File: config.mk
export PLATFORM = sky130hd
export DESIGN_NAME = mii_tx_sched
export DESIGN_NICKNAME = d
export VERILOG_FILES = /design/src/rtl/mii_ctrl_pkg.sv /design/src/rtl/mii_rr_arb2.sv /design/src/rtl/mii_tx_sched.sv
export SDC_FILE = /design/constraint.sdc
export NUM_CORES = 1
export LEC_CHECK = 0
export BUFFER_PORTS_ARGS = -buffer_cell sky130_fd_sc_hd__buf_2
export CAP_MARGIN = 10
export CORE_ASPECT_RATIO = 0.75
export CORE_UTILIZATION = 50
export CTS_BUF_LIST = sky130_fd_sc_hd__clkbuf_4 sky130_fd_sc_hd__clkbuf_8 sky130_fd_sc_hd__clkbuf_16
export DETAILED_ROUTE_END_ITERATION = 12
export PLACE_DENSITY = 0.78
export SLEW_MARGIN = 30
export SYNTH_ARGS = -nofsm -noshare
export SYNTH_HDL_FRONTEND = slang
export SYNTH_SLANG_ARGS = --single-unit
File: constraint.sdc
create_clock -name sys_clk_i -period 3.2 [get_ports sys_clk_i]
set_input_delay 0.64 -clock sys_clk_i [delete_from_list [all_inputs] [get_ports sys_clk_i]]
set_output_delay 0.64 -clock sys_clk_i [all_outputs]
set_load 0.1 [all_outputs]
File: src/rtl/mii_ctrl_pkg.sv
// Shared MII control definitions used by the transmit scheduler and the receive side.
package mii_ctrl_pkg;

  typedef enum logic [2:0] {
    IDLE,
    PREAM,
    SFD,
    DATA,
    DRAIN,
    IFG
  } mii_state_e;

  localparam logic [7:0] MII_PREAMBLE_BYTE = 8'h55;
  localparam logic [7:0] MII_SFD_BYTE      = 8'hD5;

  localparam int MII_PREAMBLE_LEN_DEF = 7;
  localparam int MII_IFG_LEN_DEF      = 12;
  localparam int MII_PREAMBLE_CNT_W   = 4;
  localparam int MII_IFG_CNT_W        = 5;

  // One-hot round-robin pick between two requesters; on a tie the requester
  // that did not own the previous frame wins.
  function automatic logic [1:0] rr_pick(input logic [1:0] req, input logic last_was_1);
    logic [1:0] pick;
    case (req)
      2'b01:   pick = 2'b01;
      2'b10:   pick = 2'b10;
      2'b11:   pick = last_was_1 ? 2'b01 : 2'b10;
      default: pick = 2'b00;
    endcase
    return pick;
  endfunction

endpackage

File: src/rtl/mii_rr_arb2.sv
// Two-way round-robin frame arbiter; the grant is held for a whole frame.
module mii_rr_arb2 import mii_ctrl_pkg::*; (
  input  logic       clk_i,
  input  logic       reset_i,
  input  logic [1:0] req_i,
  input  logic       start_i,
  input  logic       release_i,
  output logic [1:0] grant_o
);

  logic [1:0] grant_q, grant_d;
  logic       last_q, last_d;
  logic [1:0] pick;

  // Candidate owner for a frame starting on this cycle.
  always_comb begin
    pick = rr_pick(req_i, last_q);
  end

  // Latch a new owner at frame start, drop it when the frame and its gap end.
  always_comb begin
    grant_d = grant_q;
    last_d  = last_q;
    if (start_i && (pick != 2'b00)) begin
      grant_d = pick;
      last_d  = pick[1];
    end else if (release_i) begin
      grant_d = 2'b00;
    end
  end

  // Owner and round-robin pointer registers; requester 0 wins the first tie.
  always_ff @(posedge clk_i) begin
    if (reset_i) begin
      grant_q <= 2'b00;
      last_q  <= 1'b1;
    end else begin
      grant_q <= grant_d;
      last_q  <= last_d;
    end
  end

  assign grant_o = grant_q;

endmodule

File: src/rtl/mii_tx_sched.sv
// Two-requester MII transmit frame scheduler: preamble/SFD, payload, underrun
// handling and inter-frame gap, all paced by the MII byte strobe.
//
// state | meaning
// IDLE  | no frame; waits for a request with the buffer not busy
// PREAM | emitting 0x55 preamble bytes
// SFD   | SFD on the line; first payload byte is taken on the next strobe
// DATA  | streaming payload bytes from the granted requester
// DRAIN | underrun seen; discarding requester bytes up to Last
// IFG   | line idle for the inter-frame gap, grant still held
module mii_tx_sched import mii_ctrl_pkg::*; #(
  parameter int DataWidth_C   = 8,
  parameter int PreambleLen_C = MII_PREAMBLE_LEN_DEF,
  parameter int IfgLen_C      = MII_IFG_LEN_DEF
) (
  input  logic                   sys_clk_i,
  input  logic                   reset_i,
  input  logic                   mii_clk_en_i,
  input  logic                   buff_busy_i,
  input  logic                   req0_valid_i,
  input  logic [DataWidth_C-1:0] req0_data_i,
  input  logic                   req0_last_i,
  output logic                   req0_ready_o,
  input  logic                   req1_valid_i,
  input  logic [DataWidth_C-1:0] req1_data_i,
  input  logic                   req1_last_i,
  output logic                   req1_ready_o,
  output logic                   mii_data_en_o,
  output logic [DataWidth_C-1:0] mii_data_o,
  output logic                   mii_err_o,
  output logic [1:0]             grant_o,
  output logic                   underrun_o
);

  localparam logic [MII_PREAMBLE_CNT_W-1:0] PreLen_C = MII_PREAMBLE_CNT_W'(PreambleLen_C);
  localparam logic [MII_IFG_CNT_W-1:0]      IfgMax_C = MII_IFG_CNT_W'(IfgLen_C);
  localparam logic [DataWidth_C-1:0]        PreByte_C = DataWidth_C'(MII_PREAMBLE_BYTE);
  localparam logic [DataWidth_C-1:0]        SfdByte_C = DataWidth_C'(MII_SFD_BYTE);

  mii_state_e                    state_q, state_d;
  logic [MII_PREAMBLE_CNT_W-1:0] pcnt_q, pcnt_d;
  logic [MII_IFG_CNT_W-1:0]      icnt_q, icnt_d, icnt_inc;
  logic                          data_en_q, data_en_d;
  logic [DataWidth_C-1:0]        data_q, data_d;
  logic                          err_q, err_d;
  logic                          underrun_q, underrun_d;

  logic [1:0]             grant;
  logic                   arb_start, arb_release;
  logic                   sel_valid, sel_last;
  logic [DataWidth_C-1:0] sel_data;
  logic                   xfer_win;

  mii_rr_arb2 u_arb (
    .clk_i     (sys_clk_i),
    .reset_i   (reset_i),
    .req_i     ({req1_valid_i, req0_valid_i}),
    .start_i   (arb_start),
    .release_i (arb_release),
    .grant_o   (grant)
  );

  assign sel_valid = (grant[0] & req0_valid_i) | (grant[1] & req1_valid_i);
  assign sel_last  = (grant[0] & req0_last_i)  | (grant[1] & req1_last_i);
  assign sel_data  = grant[1] ? req1_data_i : req0_data_i;

  // Payload is taken only on byte strobes, except while draining after an
  // underrun where the rest of the frame is flushed as fast as it arrives.
  assign xfer_win     = (((state_q == SFD) || (state_q == DATA)) && mii_clk_en_i) ||
                        (state_q == DRAIN);
  assign req0_ready_o = grant[0] & xfer_win;
  assign req1_ready_o = grant[1] & xfer_win;

  assign icnt_inc = (icnt_q >= IfgMax_C) ? icnt_q : icnt_q + 5'd1;

  // Next-state and output-register decode.
  always_comb begin
    state_d     = state_q;
    pcnt_d      = pcnt_q;
    icnt_d      = icnt_q;
    data_en_d   = data_en_q;
    data_d      = data_q;
    err_d       = err_q;
    underrun_d  = 1'b0;
    arb_start   = 1'b0;
    arb_release = 1'b0;
    case (state_q)
      IDLE: begin
        if (mii_clk_en_i && !buff_busy_i && (req0_valid_i || req1_valid_i)) begin
          arb_start = 1'b1;
          state_d   = PREAM;
          data_en_d = 1'b1;
          data_d    = PreByte_C;
          err_d     = 1'b0;
          pcnt_d    = 4'd1;
        end
      end
      PREAM: begin
        if (mii_clk_en_i) begin
          data_en_d = 1'b1;
          err_d     = 1'b0;
          if (pcnt_q >= PreLen_C) begin
            data_d  = SfdByte_C;
            state_d = SFD;
          end else begin
            data_d = PreByte_C;
            pcnt_d = pcnt_q + 4'd1;
          end
        end
      end
      SFD, DATA: begin
        if (mii_clk_en_i) begin
          data_en_d = 1'b1;
          if (sel_valid) begin
            data_d  = sel_data;
            err_d   = 1'b0;
            state_d = sel_last ? IFG : DATA;
            if (sel_last) begin
              icnt_d = '0;
            end
          end else begin
            data_d     = '0;
            err_d      = 1'b1;
            underrun_d = 1'b1;
            state_d    = DRAIN;
            icnt_d     = '0;
          end
        end
      end
      DRAIN: begin
        if (mii_clk_en_i) begin
          data_en_d = 1'b0;
          data_d    = '0;
          err_d     = 1'b0;
          icnt_d    = icnt_inc;
        end
        if (sel_valid && sel_last) begin
          state_d = IFG;
        end
      end
      IFG: begin
        if (mii_clk_en_i) begin
          data_en_d = 1'b0;
          data_d    = '0;
          err_d     = 1'b0;
          icnt_d    = icnt_inc;
          if (icnt_inc >= IfgMax_C) begin
            state_d     = IDLE;
            arb_release = 1'b1;
          end
        end
      end
      default: begin
        state_d = IDLE;
      end
    endcase
  end

  // State, counters and registered MII outputs.
  always_ff @(posedge sys_clk_i) begin
    if (reset_i) begin
      state_q    <= IDLE;
      pcnt_q     <= '0;
      icnt_q     <= '0;
      data_en_q  <= 1'b0;
      data_q     <= '0;
      err_q      <= 1'b0;
      underrun_q <= 1'b0;
    end else begin
      state_q    <= state_d;
      pcnt_q     <= pcnt_d;
      icnt_q     <= icnt_d;
      data_en_q  <= data_en_d;
      data_q     <= data_d;
      err_q      <= err_d;
      underrun_q <= underrun_d;
    end
  end

  assign mii_data_en_o = data_en_q;
  assign mii_data_o    = data_q;
  assign mii_err_o     = err_q;
  assign grant_o       = grant;
  assign underrun_o    = underrun_q;

endmodule

==> results of run 1 <==
-- registers in the layout, indices dropped and copies added (netlist names) --
register       flops
mii_err_o          1
u_arb.grant_o      2
underrun_o         1
mii_data_o         8
icnt_q             5
pcnt_q             4
state_q            3
u_arb.last_q       1
mii_data_en_o      1
-- area by class of cell --
| type | count | area, µm² | area share |
|---|---|---|---|
| flip-flops and latches | 26 | 520 | 0.274 |
| well taps | 38 | 47.5 | 0.0250 |
| repair buffers | 38 | 190 | 0.100 |
| inverters | 8 | 30.0 | 0.0158 |
| clock buffers | 4 | 55.1 | 0.0290 |
| multi-input cells | 150 | 1060 | 0.556 |
-- final timing paths --
check,from,end,slack [ns]
max,state_q[1],req1_ready_o,0.44
min,mii_err_o,mii_err_o,0.45
max reg2reg,state_q[2],state_q[0],0.93
min reg2reg,mii_err_o,mii_err_o,0.45
-- cell usage after synthesis (all sizes together) (2+ instances only) --
library cell,number,area [µm²]
dfxtp,26,521
mux2,7,78.8
a221oi,2,17.5
nor3,8,45.0
a211oi,7,57.6
o211ai,7,77.6
inv,8,30.0
nor2,19,78.8
nand3b,5,37.5
nand2b,3,18.8
mux2i,3,30.0
nor2b,3,18.8
or3,3,18.8
a22oi,4,30.0
o21ai,5,28.8
ha,7,87.6
o21a,2,15.0
a21o,2,15.0
nand4,2,12.5
and2,4,25.0
nand3,6,30.0
a21oi,12,60.1
nand2,20,75.1
buf,4,20.0
clkbuf,3,11.3
-- critical path: cells and delay by family (launching register included) --
kind / cells / cell delay, ns
buf+inv: 1 / 0.42
fa+ha+maj: 1 / 0.46
flops: 1 / 0.56
simple gates: 3 / 0.40
-- through the flow --
stage          instances  area (µm²)
5_1_grt              264        1900
4_1_cts              264        1900
6_report             264        1900
3_5_place_dp         260        1840
3_3_place_gp         260        1840
2_1_floorplan        191        1640
-- cells in the final DEF, fill, tap and decap left out, types with 6 or more instances in the layout --
cell type | Yosys | routed
buf_2 | 4 | 38
dfxtp_1 | 26 | 26
nor2_1 | 16 | 16
a21oi_1 | 12 | 12
a211oi_1 | 6 | 6
nand2_1 | 20 | 20
inv_1 | 8 | 8
nand3_1 | 6 | 6
mux2_2 | 7 | 7
nor3_1 | 7 | 7
ha_1 | 7 | 7
-- power groups by stage --
stage / logic [mW] / registers (mW) / clock network, mW
after floorplan: 0.378 / 0.660 / 0
after global placement: 0.704 / 0.459 / 0
after detailed placement: 0.710 / 0.462 / 0
after CTS: 0.712 / 0.455 / 0.216
after global routing: 0.763 / 0.465 / 0.227
final: 0.715 / 0.456 / 0.213
-- routing by layer --
layer	up-vias	wire (µm)	part of all wire	track usage
li1	774	-	-	-
met1	728	1800	0.47	0.338
met2	56	1740	0.45	0.327
met3	8	286	0.074	0.0614
met4	0	32	0.0083	0.0486
met5	-	0	0	0
-- cell families after synthesis --
group	share of synthesized area
adders and majority gates	0.0535
DFF	0.318
AOI/OAI and AO/OA	0.257
buffers and inverters	0.0374
and+or+nand+nor	0.268
muxes	0.0665
==> results by group, run 1 <==
Status
  • Run status: completed

Worst setup path
  • Worst endpoint required time: 2.56 ns
  • Sequence of cells on the critical path: ha_1 > nand2_1 > nand2_1 > and2_1 > buf_2
  • Setup crit end kind: primary output
  • Setup crit start kind: flip-flop
  • CP max FO: 10
  • Critical Path Max Stage Delay: 0.56 ns
  • CP max stage cell: dfxtp_1
  • CP arrival: 2.12 ns
  • R2R depth: 7
  • Cell repeated most along the worst path: nand2_1
  • Kind of critical path: reg2out

GRT
  • Combined global-route utilization of all metal layers: 0.229
  • Via count of the first global-routing pass: 1214
  • Overflow left after global routing: 0
  • Number of antenna violations at the first check in global routing: 0
  • First-pass GRT wire length: 5950 µm
  • Pin count of the biggest net entering global routing: 29

Floorplanning
  • Initial Utilization: 0.542
  • Die Height: 51.6 µm
  • Row count: 17
  • DIE WIDTH: 68.1 µm
  • Top-level I/O count: 39
  • DIE AREA: 3510 µm²
  • Core region area: 3020 µm²

Detailed routing
  • DR vias: 1566
  • Starting DRC count in detailed routing: 112
  • Number of iterations in the first detailed-routing pass: 5
  • Number of remaining DRC errors: 0
  • Ratio of routed vias to standard cells: 5.93
  • Final WL: 3860 µm
  • Per-cell routed wire length: 14.6 µm
  • DRT antenna net count: 0

Yosys
  • Register bit count reported by yosys: 26
  • Post-Synthesis Mean Instance Area: 8.57 µm²
  • Yosys cell types: 50
  • Commonest register cell after synthesis: dfxtp_1
  • Number of synthesized flops with an enable pin: 0
  • Sequential-to-total area share from yosys stat: 0.318
  • Number of nets produced by synthesis: 222
  • Async set or reset register ratio after synthesis: 0
  • Mapped Area: 1640 µm²
  • Cells after synthesis: 191
  • Yosys Warn Count: 0

Clocking
  • Clk pin slew, worst setup/hold paths: 0.09 ns
  • Number of buffers inserted for hold repair after clock tree synthesis: 0
  • Resized cells post-CTS: 0
  • Post-CTS Repair Setup Buffers: 0
  • Number of buffers on the longest clock path: 2
  • TritonCTS clock tree: built
  • Count of H-tree levels built during CTS: 1
  • CTS Buf Count: 3
  • Insertion delay to the later sink of the worst-skew pair: 0.27 ns
  • Clock tree root driver cell: clkbuf_8
  • Sink count of the clock tree: 26

STA
  • Setup TNS Final: 0 ns
  • Period Utilization, post-route: 0.863
  • Final critical delay including setup and external delays: 2.76 ns
  • Clock skew after layout: 0.00307 ns
  • Final hold slack: 0.454 ns
  • Slew Viols, Final: 0
  • Minimum setup slack in the final design: 0.438 ns
  • Maximum clock frequency: 362 MHz
  • Slew at the pin closest to its max-slew limit: 0.638 ns
  • Worst slew slack as a fraction of its limit: 0.574
  • Setup Viol. Count Final: 0
  • Final-report hold violation count: 0
  • Setup repair after global routing missed its margin: false

Placed design
  • Number of port buffers: 38
  • HPWL after detailed placement: 2950 µm
  • Routability-driven placement congestion ratio: 0.887
  • DP Worst Slack: 0.771 ns

Final layout
  • Number of nets in the layout: 258
  • Fraction of layout cells with a size suffix above 1: 0.292
  • # fillers: 260
  • Layout Area Growth over Synthesis: 16.0%
  • Utilization after layout: 0.629
  • Count of antenna diodes in the layout: 0

Power and ir drop
  • Sequential group share of total power: 0.329
  • Net switching component of the power: 686 µW
  • Overall power of the completed layout: 1.38 mW
  • Static leakage power: 0.757 nW
  • Clock power frac: 0.154
  • Switch share: 0.496
  • Peak supply drop: 383 µV
  • Portion of total power attributed to combinational logic: 0.517
  • PwrDens: 729 nW/µm²
  • Internal power summed over all cells: 698 µW

Worst hold path
  • Number of instances on the worst hold path: 2
  • Class of the tightest hold or removal check: reg2reg

Run
  • Maximum Capacitance Violations: 0
Note: power is estimated with default switching activity, not from simulation.
==> run 2: changes to the inputs <==
- BUFFER_PORTS_ARGS: -buffer_cell sky130_fd_sc_hd__buf_2 -> unset
- DONT_BUFFER_PORTS: unset -> 1
- PLACE_DENSITY: 0.78 -> 0.68
==> run 2 against run 1 <==
Cell count is 13% lower. Flip-flop and latch count stayed put. Via count shrank 7.2%. Register-to-register slack better by 0.06 ns. Count of clock-buffer cells in the layout shrank 1. Fmax increased by 4.4%. Wire length grew 3.0%. Final area shrank 7.6%. First-iteration DRC count decreased by 21%. Critical path type unchanged. Largest cell class unchanged. Largest power group is now sequential cells.
==> results by group, run 2 (synthesis gave the netlist of run 1 again) <==
Status
  • Run status: completed

Placed design
  • Routability-driven placement congestion ratio: 0.847 (-4.5%)
  • HPWL after detailed placement: 2980 µm (+0.89%)
  • Number of port buffers: 0 (-100%)

Clocking
  • Clock tree root driver cell: clkbuf_8
  • TritonCTS clock tree: built
  • Number of buffers on the longest clock path: 2 (unchanged)
  • CTS Buf Count: 3 (unchanged)
  • Number of buffers inserted for hold repair after clock tree synthesis: 0 (unchanged)
  • Count of H-tree levels built during CTS: 1 (unchanged)
  • Sink count of the clock tree: 26 (unchanged)
  • Insertion delay to the later sink of the worst-skew pair: 0.28 ns (about the same)
  • Clk pin slew, worst setup/hold paths: 0.10 ns (about the same)
  • Resized cells post-CTS: 0 (unchanged)
  • Post-CTS Repair Setup Buffers: 0 (unchanged)

Detailed routing
  • Final WL: 3980 µm (+3.0%)
  • DR vias: 1453 (-7.2%)
  • DRT antenna net count: 0 (unchanged)
  • Number of remaining DRC errors: 0 (unchanged)
  • Per-cell routed wire length: 17.3 µm (+18%)
  • Number of iterations in the first detailed-routing pass: 4 (-1)
  • Ratio of routed vias to standard cells: 6.32 (+6.5%)
  • Starting DRC count in detailed routing: 89 (-21%)

Power and ir drop
  • Net switching component of the power: 680 µW (-0.89%)
  • Static leakage power: 0.616 nW (-19%)
  • Sequential group share of total power: 0.475 (+0.146)
  • Clock power frac: 0.197 (+0.043)
  • Peak supply drop: 317 µV (-17%)
  • PwrDens: 803 nW/µm² (+10%)
  • Internal power summed over all cells: 728 µW (+4.4%)
  • Switch share: 0.483 (-0.0129)
  • Portion of total power attributed to combinational logic: 0.328 (-0.189)

Floorplanning
  • Core region area: 3020 µm² (unchanged)
  • DIE WIDTH: 68.1 µm (unchanged)
  • DIE AREA: 3510 µm² (unchanged)
  • Die Height: 51.6 µm (unchanged)
  • Initial Utilization: 0.542 (unchanged)
  • Row count: 17 (unchanged)
  • Top-level I/O count: 39 (unchanged)

GRT
  • First-pass GRT wire length: 6470 µm (+8.7%)
  • Via count of the first global-routing pass: 1312 (+8.1%)
  • Pin count of the biggest net entering global routing: 29 (unchanged)
  • Overflow left after global routing: 0 (unchanged)
  • Number of antenna violations at the first check in global routing: 0 (unchanged)
  • Combined global-route utilization of all metal layers: 0.252 (+0.0231)

Final layout
  • Largest register FFs: 8 (unchanged)
  • Commonest cells after routing, fill and taps aside: 26 x dfxtp_1, 20 x nand2_1, 16 x nor2_1
  • Number of nets in the layout: 224 (-13%)
  • Register area: 520 µm² (unchanged)
  • Layout Area Growth over Synthesis: 7.18%
  • Most frequent standard cell in the layout excluding fill and tap cells: dfxtp_1
  • Area taken by multi-input logic gates: 1060 µm² (unchanged)
  • Count of antenna diodes in the layout: 0 (unchanged)
  • Fraction of layout cells with a size suffix above 1: 0.167 (-0.125)
  • # fillers: 264 (+1.5%)

Worst hold path
  • Class of the tightest hold or removal check: in2reg
  • Number of instances on the worst hold path: 1 (-1)
  • Hold path endpoint: u_arb.grant_o[0]
  • Hold path startpoint: reset_i

Worst setup path
  • R2R depth: 7 (unchanged)
  • Worst setup path startpoint: state_q[2]
  • Worst R2R Setup Slack: 0.99 ns (+0.06 ns)
  • Worst endpoint required time: 2.56 ns (about the same)
  • Kind of critical path: reg2out
  • CP max FO: 11 (+1)
  • CP arrival: 2.00 ns (-0.12 ns)
  • RR Endpoint: state_q[0]
  • Setup crit start kind: flip-flop
  • Setup crit end kind: primary output
  • Reg2Reg Launch Point: state_q[2]

STA
  • Period Utilization, post-route: 0.827 (-0.0367)
  • Clock skew after layout: 0.0114 ns (+0.00832 ns)
  • Final critical delay including setup and external delays: 2.64 ns (-0.117 ns)
  • Setup repair after global routing missed its margin: false
  • Final-report hold violation count: 0 (unchanged)
  • Setup Viol. Count Final: 0 (unchanged)
  • Slew Viols, Final: 0 (unchanged)
  • Slew at the pin closest to its max-slew limit: 0.999 ns (+0.360 ns)
  • Setup TNS Final: 0 ns (unchanged)
  • Worst slew slack as a fraction of its limit: 0.333 (-0.241)
  • Final hold slack: 0.417 ns (-0.0374 ns)
  • Maximum clock frequency: 378 MHz (+4.4%)

Run
  • Maximum Capacitance Violations: 0 (unchanged)
## run 2: cell types whose count changed in the layout (fill, tap and decap cells not counted), sizes merged
cell / before / now
buf: 38 / 4
clkbuf: 4 / 3
bufinv: 0 / 1
## run 2: final cells by class
type | instances | area share
Clock inverter | 1 | 0.0171
Multi-Input combinational cell | 150 | 0.602
Clock buffer | 3 | 0.0235
Timing Repair Buffer | 4 | 0.0171
Sequential cell | 26 | 0.297
Tap cell | 38 | 0.0271
Inverter | 8 | 0.0171
## run 2: power groups by stage
stage	Clock [mW]	Combinational, mW	Sequential (mW)
2_1_floorplan	0	0.378	0.660
4_1_cts	0.282	0.460	0.668
5_1_grt	0.296	0.508	0.683
6_report	0.278	0.463	0.668
3_3_place_gp	0	0.445	0.672
3_5_place_dp	0	0.457	0.675
## run 2: worst max-delay path, cell delays in order (launching register included)
cell     delay [ns]
dfxtp_1        0.60
inv_1          0.16
ha_1           0.35
nand2_1        0.15
nand2_1        0.08
and2_1         0.16
buf_4          0.23
## run 2: how the worst max path moves through the flow
stage	endpoint	slack [ns]
floorplan	req1_ready_o	0.42
global placement	req0_ready_o	0.95
detailed placement	req0_ready_o	0.87
CTS	req0_ready_o	0.56
global route	req0_ready_o	0.41
finish	req0_ready_o	0.56
## run 2: through the flow
stage	util	area, µm²	setup WS, ns	power, mW	cells
after floorplan	-	1640	0.424	1.04	191
after global placement	0.558	1680	0.951	1.12	226
after detailed placement	0.558	1680	0.867	1.13	226
after CTS	0.581	1760	0.563	1.41	230
after global routing	0.581	1760	0.406	1.49	230
final	0.581	1760	0.555	1.41	230
## run 2: metal layers
layer	global-route usage	part of all wire	vias up
met4	0.0868	0.0093	0
met5	0	0	-
met1	0.346	0.46	701
met3	0.0636	0.069	4
met2	0.379	0.46	46
li1	-	-	702
